## src/rtl/rf_wb_arbiter.sv

```systemverilog
// Round-robin arbiter sharing the register-file write port between ALU (A) and load (B)
// writebacks, with a pending-write scoreboard that flags read-after-write hazards for decode.
module rf_wb_arbiter #(
    parameter int DATA_W = 32,
    parameter int ADDR_W = 5
) (
    input  logic                   clk,
    input  logic                   rst,
    input  logic                   alloc_valid,
    input  logic [ADDR_W-1:0]      alloc_rd,
    input  logic                   a_valid,
    input  logic [ADDR_W-1:0]      a_rd,
    input  logic [DATA_W-1:0]      a_data,
    output logic                   a_ready,
    input  logic                   b_valid,
    input  logic [ADDR_W-1:0]      b_rd,
    input  logic [DATA_W-1:0]      b_data,
    output logic                   b_ready,
    output logic                   rf_we,
    output logic [ADDR_W-1:0]      rf_wr,
    output logic [DATA_W-1:0]      rf_wd,
    input  logic [ADDR_W-1:0]      rr1,
    input  logic [ADDR_W-1:0]      rr2,
    output logic                   hazard,
    output logic [2**ADDR_W-1:0]   pending,
    output logic                   alloc_err
);

    localparam int NREG = 2**ADDR_W;

    // Handshake: a write transfers on a posedge where valid && ready; a requester that sees
    // ready=0 holds valid, rd and data stable. Nothing is accepted while rst is asserted.
    logic                last_b;
    logic                grant_a;
    logic                grant_b;
    logic [ADDR_W-1:0]   win_rd;
    logic [DATA_W-1:0]   win_data;
    logic [NREG-1:0]     set_vec;
    logic [NREG-1:0]     clr_vec;
    logic [NREG-1:0]     pending_next;
    logic                alloc_conflict;

    always_comb begin
        grant_a  = !rst && a_valid && (!b_valid || last_b);
        grant_b  = !rst && b_valid && !grant_a;
        win_rd   = grant_a ? a_rd : b_rd;
        win_data = grant_a ? a_data : b_data;
    end

    assign a_ready = grant_a;
    assign b_ready = grant_b;

    always_ff @(posedge clk or posedge rst) begin
        if (rst) begin
            last_b <= 1'b1;
        end else if (grant_a) begin
            last_b <= 1'b0;
        end else if (grant_b) begin
            last_b <= 1'b1;
        end
    end

    always_ff @(posedge clk or posedge rst) begin
        if (rst) begin
            rf_we <= 1'b0;
            rf_wr <= '0;
            rf_wd <= '0;
        end else if (grant_a || grant_b) begin
            rf_we <= (win_rd != '0);
            rf_wr <= win_rd;
            rf_wd <= win_data;
        end else begin
            rf_we <= 1'b0;
        end
    end

    // A new claim beats a same-edge retirement: the new producer owns the register.
    always_comb begin
        set_vec = '0;
        clr_vec = '0;
        if (alloc_valid) begin
            set_vec[alloc_rd] = 1'b1;
        end
        if (rf_we) begin
            clr_vec[rf_wr] = 1'b1;
        end
        pending_next    = set_vec | (pending & ~clr_vec);
        pending_next[0] = 1'b0;
        alloc_conflict  = alloc_valid && (alloc_rd != '0) && pending[alloc_rd] && !clr_vec[alloc_rd];
    end

    always_ff @(posedge clk or posedge rst) begin
        if (rst) begin
            pending   <= '0;
            alloc_err <= 1'b0;
        end else begin
            pending <= pending_next;
            if (alloc_conflict) begin
                alloc_err <= 1'b1;
            end
        end
    end

    assign hazard = pending[rr1] | pending[rr2];

endmodule

```

## config.mk

```make
export PLATFORM = sky130hd
export DESIGN_NAME = rf_wb_arbiter
export DESIGN_NICKNAME = d
export VERILOG_FILES = /design/src/rtl/rf_wb_arbiter.sv
export SDC_FILE = /design/constraint.sdc
export NUM_CORES = 1
export LEC_CHECK = 0
export CAP_MARGIN = 5
export CORE_ASPECT_RATIO = 0.8
export CORE_MARGIN = 5
export CORE_UTILIZATION = 43
export DETAILED_ROUTE_END_ITERATION = 6
export PLACE_DENSITY_LB_ADDON = 0.25
export RECOVER_POWER = 100
export SLEW_MARGIN = 20
export SYNTH_ARGS = -nofsm -noshare
export SYNTH_HDL_FRONTEND = slang
export SYNTH_SLANG_ARGS = --single-unit
```

## constraint.sdc

```tcl
create_clock -name clk -period 6.7 [get_ports clk]
set_clock_uncertainty 0.1 [all_clocks]
set_input_delay 2.01 -clock clk [delete_from_list [all_inputs] [get_ports clk]]
set_output_delay 2.01 -clock clk [all_outputs]
set_load 0.05 [all_outputs]
```

# Word-level counts from Yosys, hierarchy flattened
# Index checks and enable logic that the tools add are counted.
[totals] register_bits=71 input_bits=94 output_inout_bits=74
[op_classes] order_cmp=6 mux=19 bitwise=4 reduce_logical=18
[op_table] op="2-to-1 mux 32 bit" count=3
[op_table] op="AND 32 bit" count=1
[op_table] op="inverter 32 bit" count=1
[op_table] op="OR 32 bit" count=1
[op_table] op="< comparator 5 x 6 -> 1 bit, second input constant" count=4
[op_table] op="binary-select mux 1 bit (select 5 bit)" count=4
[op_table] op="demux 1 bit (select 5 bit)" count=2
[op_table] op="greater-or-equal comparator 5 x 1 -> 1 bit, second input constant" count=2
[op_table] op="nonzero test 5 bit" count=2
[op_table] op="logical AND 1 bit" count=9
[op_table] op="2-to-1 mux 1 bit" count=9
[op_table] op="2-to-1 mux 5 bit" count=1
[op_table] op="logical NOT 1 bit" count=4
[op_table] op="logical OR 1 bit" count=2
[op_table] op="nonzero test 2 bit" count=1
[op_table] op="OR 1 bit" count=1

# Depth between registers and ports, before layout
# Gate-level depths: netlist of the first run.
[depth] ltp_word=9 mapped_depth=6

# Least setup slack after synthesis of the first run
# OpenSTA, ideal clock, no wires.
[synth_timing] kind="input -> output" from="input rst" to="output a_ready" t_arrival_ns=4.517 path_slack_ns=0.073 cell_stages=3 n_path_buf=1 cell_sequence="inv_1 -> o211a_1 -> clkbuf_1"
[synth_between] elab_chain_cells=3
[synth_rtl] element="start, declared" line_no="8" source="input logic rst,"
[synth_rtl] element="logical NOT 1 bit (no source line)"
[synth_rtl] element="logical AND 1 bit (2 in a row)" line_no="44" source="grant_a = !rst && a_valid && (!b_valid || last_b);"
[synth_rtl] element="end, declared" line_no="14" source="output logic a_ready,"
# No other way between the ends.

# Worst setup path in the final report of the first run
[layout_timing] from="input rr2[0]" to="output hazard"
[layout_between] elab_chain_cells=3
[layout_rtl] element="start, declared" line_no="23" source="input logic [ADDR_W-1:0] rr2,"
[layout_rtl] element="binary-select mux 1 bit (select 5 bit)" line_no="104" source="assign hazard = pending[rr1] | pending[rr2];"
[layout_rtl] element="2-to-1 mux 1 bit (implied by the code)" line_no="104"
[layout_rtl] element="OR 1 bit" line_no="104"
[layout_rtl] element="end, declared" line_no="24" source="output logic hazard,"
# No other way between the ends. The select of a mux whose other input is x is not followed.

==> flow_summary.yaml, run 1 <==
sta:
  tightest_slew_ns: 1.88
  slew_viol_final: 118
  setup_viol: 0
  finalCriticalPeriod_ns: 6.29
  rsz0062_at_grt: "false"
  slew_headroom: -0.256
  clock.fmax_mhz: 159
  finalHoldViolations: 0
  fin_crit_sh: 0.939
  tns_ns: 0
floorplan:
  start_util: 0.446
  die-area_um2: 10900
  io_pins: 168
  core_um2: 8560
  rows: 30
  die_h_um: 94.3
  die_x_um: 115
clock_tree:
  cts_buffer_depth: 2
  postCtsSetupBuffers: 0
  cts.sinks: 71
  ctsResizeCount: 0
  clk_latency_ns: 0.35
  tritoncts: "done"
  h-tree-depth: 3
  hold_buffers: 0
  cts_buffers: 9
  clk_pin_slew_ns: 0.08
  ctsRootBufferMaster: "clkbuf_8"
synth:
  yosys_warnings: 0
  ys_types: 38
  synth.area.top_cells: "dfrtp_1 46%, o21ai_0 9.4%, mux4_2 8.9%, a222oi_1 8.4%, mux2i_1 5.8%"
  yosysTopAreaCellShare: 0.459
  netlist_instances: 348
  syn_avg_cell_area_um2: 11.0
  yosysTopAreaCell: "dfrtp_1"
  synth_commonest_cells: "72 x o21ai_0, 70 x dfrtp_1, 34 x inv_1, 32 x a222oi_1, 22 x mux2i_1"
  syn_area_um2: 3820
  synthFlopType: "dfrtp_1"
  async_flop_share: 1.00
  yosys.cell_count.top_type: "o21ai_0"
  synth_edf_count: 0
  yosysSeqAreaShare: 0.466
  ys_seq_elements: 71
  syn_nets: 442
worst_setup_path:
  rr_worst_depth: 4
  critPathKind: "in -> out"
  cp_slowest_stage_delay_ns: 0.81
  worstReg2RegEnd: "rf_wr[2]"
  cp_top_family: "buffers and inverters"
  ff2ff_setup_slack_ns: 4.88
  worstPathMaxFanout: 7
  cp-startpoint: "rr2[0]"
  end_kind: "output port"
  setup.worst_path.end: "hazard"
  path_cells: "dlygate4sd3_1 -> mux4_2 -> mux2i_1 -> o21ai_0 -> a221oi_1 -> nand2_1 -> buf_4"
  slowest_stage: "dlygate4sd3_1"
  timing.critical_path.buf_inv: 2
  worst_ep_arrival_time_ns: 4.18
  crit_path_start_kind: "primary input"
  worst-path-stages: 7
  cp.required_ns: 4.59
  crit-reg2reg-launch: "last_b"
placed_design:
  place.port_buffers: 166
  dpl.cell_count: 604
  routabilityCongestion: 0.911
  dp_hpwl_mm: 9.38
run:
  maxCapViolations: 2
pwr:
  power_w: 0.00200
  p_leak_nw: 2.34
  max-vdd-ir-drop_mv: 0.321
  p_per_area_nw_per_um2: 347
global_route:
  grt.total_usage: 0.247
  globalRouteMet3Util: 0.0747
  grt_max_degree: 73
  antenna_found_initial: 0
  grt_util_met1: 0.328
  grt_busiest_layer: "met2"
  grt.met2_usage: 0.381
  grt_first_pass_wirelength_mm: 20.6
  grt_pass1_vias: 3719
  overflow: 0
routing:
  routedWlPerCell_um: 21.0
  viasPerCell: 6.04
  dr.pass1.iters: 7
  drt-initial-drc-count: 459
  vias: 3745
  routed_wl_mm: 13.0
  postRouteAntennaNets: 0
  drc: 0
finish:
  final_core_util: 0.673
  n_antenna_cell: 0
  fin_cells: 620
  nets: 597
  syn_to_final_growth_pct: 50.9
  drive_above_1_share: 0.0846
hold_path:
  hold_class: "reg -> reg"
status:
  status: "complete, but fails checks"
  violations: "max-capacitance violations, max-slew violations"
-- placed cells by master (no fill, tap or decap), drive strengths merged, types with 2 or more instances in the layout --
cell type       n
or3             2
clkinv          2
or3b            4
nor2b           2
dlygate4sd3    74
xor2            4
a31oi           2
clkdlybuf4s50  90
nand3           5
mux2i          22
dfrtp          70
nor4            2
clkinvlp        2
nand2          15
a221oi          2
bufinv          2
o21ai          73
buf             3
mux2            2
nand3b         10
mux4           19
nor2            6
inv            34
nor3            2
a211oi          2
a222oi         32
clkbuf         13
o22ai           2
-- per-layer routing --
layer | vias up | part of all wire | routed length [um]
met5 | - | 0 | 0
met4 | 0 | 0.026 | 343
met3 | 35 | 0.10 | 1360
met2 | 235 | 0.47 | 6190
met1 | 1816 | 0.39 | 5150
li1 | 1659 | - | -
-- logic make-up (layout without fill, tap and decap cells) --
family / after synthesis / after routing / synth area share
muxes: 43 / 43 / 0.180
AOI/OAI and AO/OA: 118 / 118 / 0.206
xor gates and xnor gates: 5 / 5 / 0.0115
and+or+nand+nor: 50 / 50 / 0.0721
DFF: 71 / 71 / 0.466
other: 1 / 1 / 0.000983
buffers and inverters: 60 / 220 / 0.0639
-- report_power, final --
part	leakage, nW	internal (W)	switching (W)
clock	0.109	0.000222	0.000169
sequential	0.809	0.000533	0.000157
combinational	1.42	0.000339	0.000577
-- sequential cells by signal (all words and copies together) (netlist names) --
register and flops:
rf_we 1, rf_wd 32, alloc_err 1, rf_wr 5
pending 31, last_b 1
-- worst min-delay path by stage --
stage	startpoint	to	slack, ns	depth (start not counted)
floorplan	last_b	last_b	0.40	1
global placement	rf_wd[17]	rf_wd[17]	0.39	2
detailed placement	rf_wd[8]	rf_wd[8]	0.39	2
CTS	rf_wd[25]	rf_wd[25]	0.41	2
global route	rf_wd[8]	rf_wd[8]	0.43	2
finish	rf_wd[3]	rf_wd[3]	0.41	2
-- cell type report --
type                            instances  area, um^2
Fill cell                             667        2800
Tap cell                              112         140
Clock buffer                           10         138
Multi-Input combinational cell        217        1810
Clock inverter                          6        92.6
Timing Repair Buffer                  170        1680
Inverter                               34         128
Sequential cell                        71        1780
-- metrics by stage --
stage / hold slack [ns] / worst slack [ns] / area (um^2)
4_1_cts: 0.412 / 0.435 / 5790
2_1_floorplan: 0.401 / 0.0727 / 3820
3_5_place_dp: 0.393 / 0.434 / 5560
5_1_grt: 0.427 / 0.154 / 5760
3_3_place_gp: 0.388 / 0.464 / 5560
6_report: 0.407 / 0.409 / 5760
-- worst min-delay path, cell delays in order, from the launching register on --
cell and delay (ns):
dfrtp_1 0.34, a222oi_1 0.08, inv_1 0.05
No activity file was read; power rests on OpenSTA's default activity.
==> run 2, diff against run 1 <==
- CTS_CLUSTER_DIAMETER: unset -> 60
==> results of run 2 <==
Final layout, timing and power as in run 1 (identical DEF).
==> run 3, diff against run 2 <==
- CORE_UTILIZATION: 43 -> 38
==> flow_summary.yaml, run 3 (synthesis gave the netlist of run 1 again) <==
status:
  status: "complete, but fails checks"
  violations: "max-capacitance violations, max-slew violations"
routing:
  viasPerCell: 5.79
  postRouteAntennaNets: 0
  routedWlPerCell_um: 20.6
  wl_met2_mm: 6.14
  routed_wl_mm: 13.2
  wl_met3_mm: 1.37
  dr.pass1.iters: 6
  vias: 3728
  drc: 0
  top_layer_used: "met4"
  m1WireLength_mm: 5.44
  drt-initial-drc-count: 423
hold_path:
  worstHoldStart: "rf_wd[14]"
  hold_path_depth: 2
  min_to: "rf_wd[14]"
  hold_class: "reg -> reg"
worst_setup_path:
  rr_worst_depth: 4
  critPathKind: "in -> out"
  crit_path_start_kind: "primary input"
  end_kind: "output port"
  path_cells: "dlygate4sd3_1 -> mux4_2 -> mux2i_1 -> o21ai_0 -> a221oi_1 -> nand2_1 -> buf_4"
  cp_slowest_stage_delay_ns: 0.83
  worstReg2RegEnd: "rf_wr[3]"
  crit-reg2reg-launch: "last_b"
  ff2ff_setup_slack_ns: 4.82
  slowest_stage: "dlygate4sd3_1"
  timing.critical_path.buf_inv: 2
  worstPathMaxFanout: 7
  worst_ep_arrival_time_ns: 4.21
  cp-startpoint: "rr2[0]"
  cp.required_ns: 4.59
  cp_top_family: "buffers and inverters"
sta:
  finalHoldViolations: 0
  whs_ns: 0.404
  worst_slack_ns: 0.380
  rsz0062_at_grt: "false"
  clock.fmax_mhz: 158
  tns_ns: 0
  slew_headroom: -0.249
  fin_crit_sh: 0.943
  finalCriticalPeriod_ns: 6.32
  slew_viol_final: 118
  tightest_slew_ns: 1.87
  setup_viol: 0
floorplan:
  core_um2: 9730
  io_pins: 168
  start_util: 0.392
  rows: 32
  die_x_um: 122
  die-area_um2: 12200
  die_h_um: 99.6
finish:
  drive_above_1_share: 0.0768
  reg_top3: "rf_wd x32, pending x31, rf_wr x5"
  stdcell_area_um2: 5840
  top_register: "rf_wd"
  mostFrequentLayoutCells: "90 x clkdlybuf4s50_1, 74 x dlygate4sd3_1, 73 x o21ai_0"
  largest_reg_flops: 32
  syn_to_final_growth_pct: 53.1
  final_core_util: 0.601
  final_common_cell: "clkdlybuf4s50_1"
  n_antenna_cell: 0
  nets: 597
clock_tree:
  clk_latency_ns: 0.32
  hold_buffers: 0
  cts_buffer_depth: 2
  cts.sinks: 71
  tritoncts: "done"
  ctsResizeCount: 0
  postCtsSetupBuffers: 0
  clk_pin_slew_ns: 0.06
  h-tree-depth: 3
  ctsRootBufferMaster: "clkbuf_16"
  cts_buffers: 9
run:
  maxCapViolations: 2
placed_design:
  pre_cts_slack_ns: 0.419
  dpl_cell_area_um2: 5590
  place.port_buffers: 166
  routabilityCongestion: 0.902
  dp_hpwl_mm: 9.73
global_route:
  grt_max_degree: 73
  grt.total_usage: 0.223
  overflow: 0
  grt_first_pass_wirelength_mm: 20.9
  antenna_found_initial: 0
  grt_pass1_vias: 3857
pwr:
  p_leak_nw: 2.37
  p_per_area_nw_per_um2: 353
  max-vdd-ir-drop_mv: 0.140
-- run 3: changes by cell type in the layout (fill, tap and decap cells not counted), sizes merged --
| cell | previous run | this run |
|---|---|---|
| inv | 34 | 33 |
| bufinv | 2 | 1 |
| clkinv | 2 | 3 |
| clkbuf | 13 | 16 |
| clkinvlp | 2 | 0 |
-- run 3: how the worst max path moves through the flow --
| stage | end | slack, ns | cells after the start |
|---|---|---|---|
| after detailed placement | hazard | 0.42 | 7 |
| after global placement | hazard | 0.43 | 7 |
| after CTS | hazard | 0.41 | 6 |
| final | hazard | 0.38 | 7 |
| after global routing | hazard | 0.19 | 7 |
| after floorplan | a_ready | 0.07 | 3 |
-- run 3: per-layer routing --
layer  vias up  GRT usage
li1       1655          -
met1      1844      0.307
met2       204      0.335
met3        25     0.0745
met4         0     0.0706
met5         -          0
-- run 3: report_power, final --
part | internal [W] | switching, W
registers | 0.000534 | 0.000151
clock network | 0.000289 | 0.000171
logic | 0.000340 | 0.000578
-- run 3: final cells by class --
class | instances | area [um^2]
clock inverters | 3 | 43.8
inverters | 34 | 128
repair buffers | 170 | 1680
well taps | 136 | 170
fillers | 832 | 3890
flip-flops and latches | 71 | 1780
clock buffers | 13 | 240
multi-input cells | 217 | 1810
-- run 3: tightest hold or removal path: stages (launching register included) --
cell and delay, ns:
dfrtp_1 0.34, a222oi_1 0.09, inv_1 0.05
-- run 3: stage by stage --
stage | cells | total power [W]
floorplan | 348 | 0.00125
global placement | 628 | 0.00164
detailed placement | 628 | 0.00165
CTS | 644 | 0.00212
global route | 644 | 0.00216
finish | 644 | 0.00206
==> RTL edit 1, RTL diff (flow settings as in run 3) <==
`pending` no longer has a reset.
--- a/src/rtl/rf_wb_arbiter.sv
+++ b/src/rtl/rf_wb_arbiter.sv
@@ -92,8 +92,6 @@
     always_ff @(posedge clk or posedge rst) begin
         if (rst) begin
-            pending   <= '0;
             alloc_err <= 1'b0;
         end else begin
-            pending <= pending_next;
             if (alloc_conflict) begin
                 alloc_err <= 1'b1;
@@ -102,4 +100,8 @@
     end
 
+    always_ff @(posedge clk) begin
+        pending <= pending_next;
+    end
+
     assign hazard = pending[rr1] | pending[rr2];
 
Formal check against the unedited RTL: not equivalent (Yosys sat finds a counterexample within 4 cycles, from zero or initial values and one cycle with rst high).
==> RTL edit 1 against run 3 <==
  * Design area fell by 3.0%
  * Critical path depth fell by 1
  * The flow still finishes with violations (max-capacitance violations, max-slew violations)
  * Total power fell by 0.74%
  * Die area fell by 3.7%
  * Routed wire length fell by 2.9%
  * Area after synthesis fell by 4.1%
  * Sequential cell count did not move
  * Synthesized cell count did not move
  * Combinational power fell by 1%
  * Highest routed layer unchanged
  * Sequential share of layout area fell by 1.8 points
  * Worst hold slack improved by 6.7 ps
  * Setup slack barely moved
==> RTL edit 1: results (changes against run 3) <==
Slowest stage delay, CP = 670 ps (-160 ps)
Min-Delay Path Depth = 2 (unchanged)
Seq/Total Area, Yosys = 44.3% (-2.3 points)
Worst flop-to-flop path startpoint = last_b
Worst-path cell with the longest stage delay = clkdlybuf4s50_1
Biggest regs = rf_wd x32, pending x31, rf_wr x5
Global-route wire length before repair = 20,400 µm (-2.5%)
PortBufs = 166 (unchanged)
Via-to-Cell Ratio = 5.81 (+0.29%)
H-tree depth = 3 (unchanged)
Vias in the first global route = 3,800 (-1.5%)
Routed wire length = 12,900 µm (-2.9%)
Slew @ Worst Pin = 2100 ps (+226 ps)
Clock latency at the later pin of the worst-skew pair = 330 ps
Num CTS Buffers = 9 (unchanged)
YS warnings = 0 (unchanged)
Post-synth top cells = 72 x o21ai_0, 39 x dfrtp_1, 34 x inv_1
Max Cap Viol = 1 (-1)
Failing checks = max-capacitance violations, max-slew violations
Initial antenna violation count = 0 (unchanged)
# diodes = 0 (unchanged)
Clock network power = 0.446 mW (-3%)
Post-synth net total = 442 (unchanged)
Reg-to-reg slack, setup = 4950 ps (+130 ps)
Sw Pwr = 0.917 mW (+1.9%)
Worst vdd ir = 0.000141 V (+0.63%)
Async SR Flop Fraction = 56.3% (-44 points)
Synth unique cells = 39 (+2.6%)
Reg-to-Reg End = rf_wr[2]
Post-Place Cell Area = 5410 µm² (-3.2%)
Clk root buf = clkbuf_16
Drt pass-1 iters = 6 (unchanged)
Tot GR Track Use = 21.9% (-0.39 points)
Starting DRC count in detailed routing = 435 (+2.8%)
Status = complete, but fails checks
Worst Hold Path EP = rf_wd[20]
Dpl hpwl = 9570 µm (-1.7%)
Comb power frac = 44.3% (-0.2 points)
CP max FO = 6 (-1)
Fraction of layout cells with a size suffix above 1 = 8.46% (+0.79 points)
Min-delay src = rf_wd[20]
Largest net degree at the start of global routing = 45 (-38%)
Slew Limit Fails = 42 (-64%)
Top post-synthesis cells by area = dfrtp_1 27%, dfxtp_1 17%, o21ai_0 9.8%
Clk pin slew, worst setup/hold paths = 60 ps (about the same)
Final GP Congestion = 0.921 (+2.2%)
P_leak = 2.31 nW (-2.6%)
## RTL edit 1: changes by cell type after synthesis
cell and delta:
dfxtp_1 +31, dfrtp_1 -31
## RTL edit 1: metal layers
metal	vias to the layer above	routed length [µm]	GRT usage (%)
met5	-	0	0
met4	0	259	7.66
met3	23	1140	6.31
met2	192	6360	36.2
met1	1769	5100	27.7
li1	1656	-	-
## RTL edit 1: worst max-delay path, delay by kind of cell
family	cells	cell delay, ps
simple gates	1	70
mux	3	1260
buf+inv	2	860
## RTL edit 1: worst max path at each step
stage	startpoint	to	slack (ps)	cells past startpoint
after floorplan	rst	a_ready	760	3
after global placement	rr1[0]	hazard	460	6
after detailed placement	rr1[0]	hazard	390	6
after CTS	rr1[0]	hazard	380	6
after global routing	rr2[0]	hazard	170	7
final	rr1[0]	hazard	380	6
## RTL edit 1: cell families after synthesis
logic type                count (synthesis)  share of synthesized area (%)
muxes                                    43                           18.7
buffers and inverters                    60                           6.66
and+or+nand+nor                          50                           7.52
other                                     1                          0.102
xor gates and xnor gates                  5                           1.20
DFF                                      71                           44.3
AOI/OAI and AO/OA                       118                           21.5
## RTL edit 1: area by class of cell
type,instances,area (µm²)
inverter,34,128
tap,119,149
timing repair buffer,170,1680
clock buffer,9,225
multi-input combinational,217,1810
sequential,71,1620
fill,833,3860
clock inverter,7,57.6
## RTL edit 1: per-stage QoR
stage	hold slack, ps	instances	worst slack [ps]	power (mW)
2_1_floorplan	401	348	765	1.26
3_3_place_gp	395	611	463	1.64
3_5_place_dp	401	611	389	1.65
4_1_cts	421	627	384	2.10
5_1_grt	435	627	171	2.14
6_report	410	627	380	2.05
==> RTL edit 2, RTL diff (settings of run 3) <==
Made on the original files. Change the parameter `DATA_W` from 32 to 64.
--- a/src/rtl/rf_wb_arbiter.sv
+++ b/src/rtl/rf_wb_arbiter.sv
@@ -2,5 +2,5 @@
 // writebacks, with a pending-write scoreboard that flags read-after-write hazards for decode.
 module rf_wb_arbiter #(
-    parameter int DATA_W = 32,
+    parameter int DATA_W = 64,
     parameter int ADDR_W = 5
 ) (
Ports: changed (resized a_data, b_data and rf_wd); port bits go from 168 to 264. The function was not compared with the original's and may differ.
==> RTL edit 2 against run 3 <==
  * The flow still finishes with violations (max-capacitance violations, max-slew violations)
  * Clock power increased by 11%
  * Area after synthesis increased by 40%
  * Die area increased by 36%
  * Sequential cell count increased by 32
  * Global-route usage increased by 2.0 points
  * Routed wire length increased by 53%
  * Total power increased by 44%
  * Setup slack got worse by 78 ps
  * Design area increased by 43%
  * Critical path type unchanged
  * Highest routed layer unchanged
==> RTL edit 2: results (changes against run 3) <==
Seq cells = 103 (+45%)
Slew Limit Fails = 87 (-26%)
Layout non-clock buf frac = 32.0% (+3.3 points)
Fraction of layout cells with a size suffix above 1 = 6.64% (-1.0 points)
Hold/Removal Path Class = reg -> reg
Post-CTS Setup Repair Bufs = 0 (unchanged)
Synth unique cells = 39 (+2.6%)
Drt pass-1 iters = 5 (-1)
P_leak = 3.50 nW (+48%)
Hold slack = 392 ps (-11.7 ps)
Multi-In Gates = 316 (+46%)
Mux cell area share after synthesis = 12.4% (-5.6 points)
Post-Synth XOR/XNOR Area = 0.822% (-0.33 points)
Area Overhead vs Synth = 56.4%
Tot GR Track Use = 24.3% (+2.0 points)
Max Cap Viol = 1 (-1)
Starting DRC count in detailed routing = 428 (+1.2%)
Final GP Congestion = 0.945 (+4.8%)
Biggest regs = rf_wd x64, pending x31, rf_wr x5
Nonclk buf count = 267 (+57%)
Worst Reg2Reg Path Length in Cells = 6 (+2)
Routed wire length = 20,300 µm (+53%)
Min-delay src = alloc_err
Global-route wire length before repair = 31,300 µm (+49%)
Clock latency at the later pin of the worst-skew pair = 340 ps (+20 ps)
Dpl hpwl = 14,500 µm (+49%)
Post-synth net total = 629 (+42%)
Largest net degree at the start of global routing = 87 (+19%)
CP arrival = 4290 ps (+80 ps)
Die area = 16,500 µm² (+36%)
Seq/total area = 31.0% (+0.52 points)
PortBufs = 262 (+58%)
Setup WS pre-CTS = 405 ps (-13.7 ps)
Post-synth top cells = 102 x dfrtp_1, 66 x o21ai_0, 64 x a221o_1, 64 x and3_1, 30 x clkbuf_1
Failing checks = max-capacitance violations, max-slew violations
WL/cell = 22.8 µm (+11%)
Minimum clock period = 6400 ps (+78.5 ps)
Top post-synthesis cells by area = dfrtp_1 48%, a221o_1 12%, and3_1 7.5%
Fillcell total = 1,084 (+30%)
Vias in the first global route = 5,524 (+43%)
Non-clk invs = 6 (-82%)
Initial antenna violation count = 1 (+1)
Worst vdd ir = 0.000247 V (+76%)
Share of the synthesized area in the top cell type = 47.9% (+2.0 points)
Compound-gate portion of the synthesized area = 21.3% (+0.74 points)
Num CTS Buffers = 9 (unchanged)
# placed instances = 872 (+39%)
Status = complete, but fails checks
Reg-to-Reg End = rf_we
Reg-to-reg slack, setup = 4650 ps (-170 ps)
Via-to-Cell Ratio = 5.94 (+2.7%)
Seq/Total Area, Yosys = 48.4% (+1.8 points)
Post-Place Cell Area = 8060 µm² (+44%)
Worst slew margin = -40.8% (-16 points)
Clk cell area share = 3.56% (-1.3 points)
Nets = 861 (+44%)
Clk_buf instances = 14 (+1)
Avg Cell Area, Syn = 11.3 µm² (+3.1%)
Multi-input combinational area share = 30.5% (-0.41 points)
Worst Hold Path EP = alloc_err
-- RTL edit 2: cell count changes after synthesis, moves of 4 or more --
cell and change:
a221o_1 +64, and3_1 +64, a222oi_1 -32, dfrtp_1 +32
inv_1 -28, clkbuf_1 +13, a21oi_1 +11, mux2i_1 -6
o21ai_0 -6, buf_1 +5, nand2_1 -4, nand3_1 +4
-- RTL edit 2: power breakdown --
group	switching, mW	total [mW]	leakage, nW	internal (mW)
registers	0.238	1.02	1.20	0.787
logic	0.908	1.44	2.16	0.535
clock network	0.218	0.511	0.145	0.292
-- RTL edit 2: layer usage --
layer / share of wire (%) / up-vias / GRT usage, %
met2: 48 / 315 / 39.1
met1: 40 / 2585 / 32.3
met4: 2.7 / 0 / 8.23
met5: 0 / - / 0
met3: 9.2 / 44 / 6.39
li1: - / 2335 / -
-- RTL edit 2: worst max-delay path, stage by stage --
cell,delay (ps)
dlygate4sd3_1,760
mux4_1,620
mux2_2,290
a311oi_1,270
nand4_1,130
buf_4,200
